===== config.mk =====
export PLATFORM = sky130hd
export DESIGN_NAME = tristate_bus_demux_rx
export DESIGN_NICKNAME = d
export VERILOG_FILES = /design/src/rtl/tristate_bus_demux_rx.sv
export SDC_FILE = /design/constraint.sdc
export NUM_CORES = 1
export LEC_CHECK = 0
export ABC_AREA = 1
export CORE_ASPECT_RATIO = 1.4
export CORE_MARGIN = 1.5
export CORE_UTILIZATION = 45
export CTS_BUF_LIST = sky130_fd_sc_hd__clkbuf_8 sky130_fd_sc_hd__clkbuf_16
export DETAILED_ROUTE_END_ITERATION = 10
export PLACE_DENSITY = 0.72
export SLEW_MARGIN = 20
export SYNTH_ARGS = -nofsm -noshare
export SYNTH_HDL_FRONTEND = slang
export SYNTH_SLANG_ARGS = --single-unit

===== constraint.sdc =====
create_clock -name clk -period 1.4 [get_ports clk]
set_input_delay 0.35 -clock clk [delete_from_list [all_inputs] [get_ports clk]]
set_output_delay 0.35 -clock clk [all_outputs]
set_load 0.01 [all_outputs]

===== src/rtl/tristate_bus_demux_rx.sv =====
// Receiver for the shared single-bit tri-state bus. Bits sampled while the
// driver is enabled are steered by the select line into one of two
// independent MSB-first deserializers. Each channel presents completed words
// with a valid/ack handshake and a sticky overrun flag. A run of idle cycles
// discards partial words and raises a one-cycle abort pulse.
module tristate_bus_demux_rx #(
  parameter int WIDTH   = 8,
  parameter int TIMEOUT = 4
) (
  input  logic             clk,
  input  logic             rst,
  input  logic             d,
  input  logic             s,
  input  logic             e,
  input  logic             ack_a,
  input  logic             ack_b,
  output logic [WIDTH-1:0] wa,
  output logic             va,
  output logic             ova,
  output logic [WIDTH-1:0] wb,
  output logic             vb,
  output logic             ovb,
  output logic             abort
);

  localparam int CW = (WIDTH > 2) ? $clog2(WIDTH) : 1;
  localparam int IW = (TIMEOUT > 1) ? $clog2(TIMEOUT + 1) : 1;
  localparam logic [CW-1:0] LAST_BIT  = CW'(WIDTH - 1);
  localparam logic [IW-1:0] IDLE_MAX  = IW'(TIMEOUT);
  // Idle count value from which the next idle edge reaches the timeout.
  localparam logic [IW-1:0] IDLE_LAST = (TIMEOUT > 0) ? IW'(TIMEOUT - 1) : {IW{1'b0}};
  localparam bit            TO_EN     = (TIMEOUT > 0);

  // Registered state
  logic [WIDTH-1:0] r_sr_a, r_sr_b;
  logic [CW-1:0]    r_cnt_a, r_cnt_b;
  logic [IW-1:0]    r_idle;
  logic [WIDTH-1:0] r_wa, r_wb;
  logic             r_va, r_vb, r_ova, r_ovb, r_abort;

  // Next-state values
  logic [WIDTH-1:0] w_sr_a_nxt, w_sr_b_nxt;
  logic [CW-1:0]    w_cnt_a_nxt, w_cnt_b_nxt;
  logic [IW-1:0]    w_idle_nxt;
  logic [WIDTH-1:0] w_wa_nxt, w_wb_nxt;
  logic             w_va_nxt, w_vb_nxt, w_ova_nxt, w_ovb_nxt, w_abort_nxt;

  logic             w_take_a, w_take_b, w_done_a, w_done_b, w_idle_hit;
  logic [WIDTH-1:0] w_word_a, w_word_b;

  assign w_take_a   = e & ~s;
  assign w_take_b   = e & s;
  assign w_done_a   = w_take_a & (r_cnt_a == LAST_BIT);
  assign w_done_b   = w_take_b & (r_cnt_b == LAST_BIT);
  assign w_word_a   = {r_sr_a[WIDTH-2:0], d};
  assign w_word_b   = {r_sr_b[WIDTH-2:0], d};
  // Timeout fires only on the idle edge that brings the counter to TIMEOUT.
  assign w_idle_hit = TO_EN & ~e & (r_idle == IDLE_LAST);

  // Next-state logic for both deserializers, the handshake and the idle timer
  always_comb begin
    w_sr_a_nxt  = r_sr_a;
    w_sr_b_nxt  = r_sr_b;
    w_cnt_a_nxt = r_cnt_a;
    w_cnt_b_nxt = r_cnt_b;
    w_idle_nxt  = r_idle;
    w_wa_nxt    = r_wa;
    w_wb_nxt    = r_wb;
    w_va_nxt    = r_va;
    w_vb_nxt    = r_vb;
    w_ova_nxt   = r_ova;
    w_ovb_nxt   = r_ovb;
    w_abort_nxt = 1'b0;

    // Idle counter: cleared by any enabled cycle, saturating otherwise.
    if (e) begin
      w_idle_nxt = {IW{1'b0}};
    end else if (r_idle != IDLE_MAX) begin
      w_idle_nxt = r_idle + {{(IW-1){1'b0}}, 1'b1};
    end else begin
      w_idle_nxt = r_idle;
    end

    // Channel A shift path.
    if (w_idle_hit) begin
      w_sr_a_nxt  = {WIDTH{1'b0}};
      w_cnt_a_nxt = {CW{1'b0}};
    end else if (w_done_a) begin
      w_sr_a_nxt  = w_word_a;
      w_cnt_a_nxt = {CW{1'b0}};
    end else if (w_take_a) begin
      w_sr_a_nxt  = w_word_a;
      w_cnt_a_nxt = r_cnt_a + {{(CW-1){1'b0}}, 1'b1};
    end else begin
      w_sr_a_nxt  = r_sr_a;
      w_cnt_a_nxt = r_cnt_a;
    end

    // Channel B shift path.
    if (w_idle_hit) begin
      w_sr_b_nxt  = {WIDTH{1'b0}};
      w_cnt_b_nxt = {CW{1'b0}};
    end else if (w_done_b) begin
      w_sr_b_nxt  = w_word_b;
      w_cnt_b_nxt = {CW{1'b0}};
    end else if (w_take_b) begin
      w_sr_b_nxt  = w_word_b;
      w_cnt_b_nxt = r_cnt_b + {{(CW-1){1'b0}}, 1'b1};
    end else begin
      w_sr_b_nxt  = r_sr_b;
      w_cnt_b_nxt = r_cnt_b;
    end

    // Channel A output word; an ack on the completing edge consumes the old word.
    if (w_done_a) begin
      w_wa_nxt  = w_word_a;
      w_va_nxt  = 1'b1;
      w_ova_nxt = r_ova | (r_va & ~ack_a);
    end else if (r_va && ack_a) begin
      w_va_nxt  = 1'b0;
    end else begin
      w_va_nxt  = r_va;
    end

    // Channel B output word.
    if (w_done_b) begin
      w_wb_nxt  = w_word_b;
      w_vb_nxt  = 1'b1;
      w_ovb_nxt = r_ovb | (r_vb & ~ack_b);
    end else if (r_vb && ack_b) begin
      w_vb_nxt  = 1'b0;
    end else begin
      w_vb_nxt  = r_vb;
    end

    // Abort only reports when a partial word was actually thrown away.
    if (w_idle_hit && ((r_cnt_a != {CW{1'b0}}) || (r_cnt_b != {CW{1'b0}}))) begin
      w_abort_nxt = 1'b1;
    end else begin
      w_abort_nxt = 1'b0;
    end
  end

  // State register with synchronous reset taking priority over everything
  always_ff @(posedge clk) begin
    if (rst) begin
      r_sr_a  <= {WIDTH{1'b0}};
      r_sr_b  <= {WIDTH{1'b0}};
      r_cnt_a <= {CW{1'b0}};
      r_cnt_b <= {CW{1'b0}};
      r_idle  <= {IW{1'b0}};
      r_wa    <= {WIDTH{1'b0}};
      r_wb    <= {WIDTH{1'b0}};
      r_va    <= 1'b0;
      r_vb    <= 1'b0;
      r_ova   <= 1'b0;
      r_ovb   <= 1'b0;
      r_abort <= 1'b0;
    end else begin
      r_sr_a  <= w_sr_a_nxt;
      r_sr_b  <= w_sr_b_nxt;
      r_cnt_a <= w_cnt_a_nxt;
      r_cnt_b <= w_cnt_b_nxt;
      r_idle  <= w_idle_nxt;
      r_wa    <= w_wa_nxt;
      r_wb    <= w_wb_nxt;
      r_va    <= w_va_nxt;
      r_vb    <= w_vb_nxt;
      r_ova   <= w_ova_nxt;
      r_ovb   <= w_ovb_nxt;
      r_abort <= w_abort_nxt;
    end
  end

  assign wa    = r_wa;
  assign va    = r_va;
  assign ova   = r_ova;
  assign wb    = r_wb;
  assign vb    = r_vb;
  assign ovb   = r_ovb;
  assign abort = r_abort;

endmodule


==> tab_implementation.tex <==
\begin{tabular}{lr}
\hline
Metric & Value \\
\hline
\multicolumn{2}{l}{\textbf{STA}} \\
\quad Worst Skew & 0.0102 ns \\
\quad Hold\_ws & 0.464 ns \\
\quad Setup repair after global routing missed its margin & no \\
\quad Max-slew violation total from the final report & 0 \\
\quad Relative slew margins & 77.8\% \\
\quad Final period util & 92.8\% \\
\quad Setup WS post-layout & 0.101 ns \\
\quad Hold Vio Cnt, Final & 0 \\
\quad Min Clock Period, post-route & 1.30 ns \\
\quad Final Setup Violations & 0 \\
\quad Transition time of the tightest slew-check pin & 0.332 ns \\
\quad Sum of negative setup slack & 0 ns \\
\quad Maximum clock rate & 0.770 GHz \\
\multicolumn{2}{l}{\textbf{Critical path}} \\
\quad Critical R2R Capture & wb[2]\$\_SDFFE\_PP0P\_ \\
\quad Kind of start point of the critical path & flop \\
\quad Path length in cells of the critical path & 6 \\
\quad Critical path endpoint & wb[2]\$\_SDFFE\_PP0P\_ \\
\quad Crit path buf inv count & 1 \\
\quad Number of cells traversed by the worst register-to-register path & 6 \\
\quad Critical path capture point type & flop \\
\quad Ordered cell list for the critical path & ha\_1 > ha\_1 > inv\_1 > nor2\_2 > nand2\_1 > a21oi\_1 \\
\quad Maximum cell stage delay along the critical path & 0.37 ns \\
\quad Most repeated library cell on the critical path & sky130\_fd\_sc\_hd\_\_ha\_1 \\
\quad CP startpoint & r\_cnt\_b[1]\$\_SDFFE\_PP0P\_ \\
\quad Worst flop-to-flop path startpoint & r\_cnt\_b[1]\$\_SDFFE\_PP0P\_ \\
\quad Slowest stage cell, crit path & sky130\_fd\_sc\_hd\_\_dfxtp\_1 \\
\quad Delay-heaviest family, CP & flip-flops \\
\quad Highest fanout seen on the critical path & 5 \\
\quad Req. time, crit path & 1.64 ns \\
\quad Worst Setup Path Type & flop to flop \\
\quad Worst reg2reg setup slack & 0.10 ns \\
\quad Arrival time at the worst endpoint & 1.54 ns \\
\multicolumn{2}{l}{\textbf{Drt}} \\
\quad Drt first-iter violations & 36 \\
\quad Number of remaining DRC errors & 0 \\
\quad DR pass1 iterations & 4 \\
\quad Vias/cell & 4.96 \\
\quad Post-detailed-route count of antenna-violating nets & 0 \\
\quad Routed wire length per instance & 11.5 µm \\
\quad Routed via count & 1,482 \\
\quad Sum of routed wire length over all layers & 3.44 mm \\
\multicolumn{2}{l}{\textbf{Synthesis}} \\
\quad Seq/Total Area, Yosys & 51.6\% \\
\quad Synthesis-stage register bit count & 44 \\
\quad Synth warnings & 0 \\
\quad Combined area of all synthesized cells & 1710 µm² \\
\quad Number of distinct library cells after synthesis & 16 \\
\quad Post-Synthesis Cells & 216 \\
\quad Post-Syn Nets & 232 \\
\quad Syn Area/Cell & 7.90 µm² \\
\multicolumn{2}{l}{\textbf{Global route}} \\
\quad Via count of the first global-routing pass & 1,368 \\
\quad All-Layer GR Usage & 19.4\% \\
\quad Pin count of the biggest net entering global routing & 19 \\
\quad Overflow left after global routing & 0 \\
\quad First-pass GRT wire length & 5.80 mm \\
\quad Initial antenna violation count & 0 \\
\multicolumn{2}{l}{\textbf{Run status}} \\
\quad Result of the run & completed \\
\multicolumn{2}{l}{\textbf{Clocking}} \\
\quad Clock slew at reported path FFs & 0.09 ns \\
\quad Clock latency on the worst-skew pair & 0.30 ns \\
\quad Clk buf depth & 2 \\
\quad Post-CTS Setup Bufs & 0 \\
\quad Hold-fix buffer count after cts & 0 \\
\quad Total clock sinks & 44 \\
\quad CTS tree & yes \\
\quad H-tree Lvls & 2 \\
\quad Root buf cell & sky130\_fd\_sc\_hd\_\_clkbuf\_8 \\
\quad Cts bufs inserted & 5 \\
\multicolumn{2}{l}{\textbf{Die}} \\
\quad Width of the die & 55.0 µm \\
\quad Initial Util & 46.8\% \\
\quad Count of standard-cell rows & 26 \\
\quad Y dimension of the die & 75.9 µm \\
\quad Num ports & 28 \\
\quad Std-Cell Core Area & 3640 µm² \\
\quad Die outline area & 4180 µm² \\
\multicolumn{2}{l}{\textbf{Place}} \\
\quad Count of buffers inserted at the top-level ports & 27 \\
\quad DPL Wire Length & 2.46 mm \\
\quad Routability-driven placement congestion ratio & 0.795 \\
\quad Worst-case setup slack after placement & -0.221 ns \\
\multicolumn{2}{l}{\textbf{Finish}} \\
\quad Antenna Diode Count & 0 \\
\quad Area growth from synthesis to layout & 28.1\% \\
\quad Finished Core Util & 60.0\% \\
\quad Final Net Count & 272 \\
\quad Layout cell share with drive strength beyond 1 & 10.5\% \\
\quad Most common cell after layout, fill and taps aside & sky130\_fd\_sc\_hd\_\_nand2\_1 \\
\quad Top library cells by usage in the layout, fill and taps aside & sky130\_fd\_sc\_hd\_\_nand2\_1, sky130\_fd\_sc\_hd\_\_dfxtp\_1, sky130\_fd\_sc\_hd\_\_a21oi\_1 \\
\multicolumn{2}{l}{\textbf{Power}} \\
\quad Post-route total power & 2.25 mW \\
\quad Worst supply voltage drop on vdd & 818 µV \\
\quad Pwr/cell area & 1030 nW/µm² \\
\quad LEAKAGE & 0.925 nW \\
\multicolumn{2}{l}{\textbf{Flow run}} \\
\quad Number of maximum-capacitance constraint violations & 0 \\
\multicolumn{2}{l}{\textbf{Hold path}} \\
\quad Worst min path class & flop to flop \\
\hline
\end{tabular}
final cells by class:
class	instances	area [µm²]
clock buffer	6	82.6
clock inverter	2	15.0
fill	362	1460
inverter	17	66.3
multi-input combinational	149	742
sequential	44	881
tap	42	52.6
timing repair buffer	39	347
power by group:
group          internal (mW)  total (mW)  switching (mW)
clock                  0.399       0.841           0.441
combinational         0.0573       0.137          0.0800
sequential              1.26        1.27         0.00993
registers in the layout, summed over array words and instances, names as in the netlist:
| name | flops |
|---|---|
| abort | 1 |
| ova | 1 |
| ovb | 1 |
| r_cnt_a | 3 |
| r_cnt_b | 3 |
| r_idle | 3 |
| r_sr_a | 7 |
| r_sr_b | 7 |
| va | 1 |
| vb | 1 |
| wa | 8 |
| wb | 8 |
repair_timing:
item,CTS,global route
setup endpoints to repair,21,17
gates resized for setup,21,3
cloned,0,1
pin swaps,0,2
logic make-up after synthesis:
kind of cell	count (synthesis)	synth area share (%)
adders and majority gates	9	6.60
AOI/OAI and AO/OA	43	13.1
buffers and inverters	24	5.86
and+or+nand+nor	96	22.9
DFF	44	51.6
per-layer routing:
metal / up-vias / wire length, µm / track usage, %
met2: 24 / 1740 / 31.5
met3: 8 / 138 / 6.86
met1: 676 / 1500 / 22.8
met5: - / 0 / 0
met4: 0 / 65 / 8.13
li1: 774 / - / -
worst register-to-register path: cells and delay by family (launching register included):
| family | cells | cell delay [ns] |
|---|---|---|
| AO/OA/AOI/OAI | 1 | 0.12 |
| adder cells (fa/ha/maj) | 2 | 0.34 |
| buffers and inverters | 1 | 0.11 |
| flip-flops | 1 | 0.37 |
| AND/OR/NAND/NOR | 2 | 0.31 |
cell usage after synthesis (all sizes together):
| cell | n | share of area [%] |
|---|---|---|
| inv | 16 | 3.5 |
| o21a | 1 | 0.44 |
| nand2 | 76 | 17 |
| clkinv | 1 | 0.22 |
| a31oi | 1 | 0.37 |
| dfxtp | 44 | 52 |
| nor2 | 8 | 2.6 |
| nand3 | 12 | 3.5 |
| buf | 7 | 2.1 |
| a21oi | 41 | 12 |
| ha | 9 | 6.6 |
through the flow:
stage | cells | area, µm²
5_1_grt | 299 | 2190
3_5_place_dp | 290 | 2100
4_1_cts | 298 | 2170
6_report | 299 | 2190
2_1_floorplan | 216 | 1710
3_3_place_gp | 290 | 2100
worst min-delay path by stage:
stage                                start                  to  slack (ns)  cells after the start
finish                  wb[1]$_SDFFE_PP0P_  wb[1]$_SDFFE_PP0P_        0.46                      2
global route            wb[2]$_SDFFE_PP0P_  wb[2]$_SDFFE_PP0P_        0.48                      2
CTS                     wa[1]$_SDFFE_PP0P_  wa[1]$_SDFFE_PP0P_        0.47                      2
detailed placement      wa[0]$_SDFFE_PP0P_  wa[0]$_SDFFE_PP0P_        0.45                      2
global placement        wb[1]$_SDFFE_PP0P_  wb[1]$_SDFFE_PP0P_        0.45                      2
floorplan           r_sr_b[6]$_SDFFE_PP0P_  wb[7]$_SDFFE_PP0P_        0.44                      2
Power figures use the tool's default switching activity.
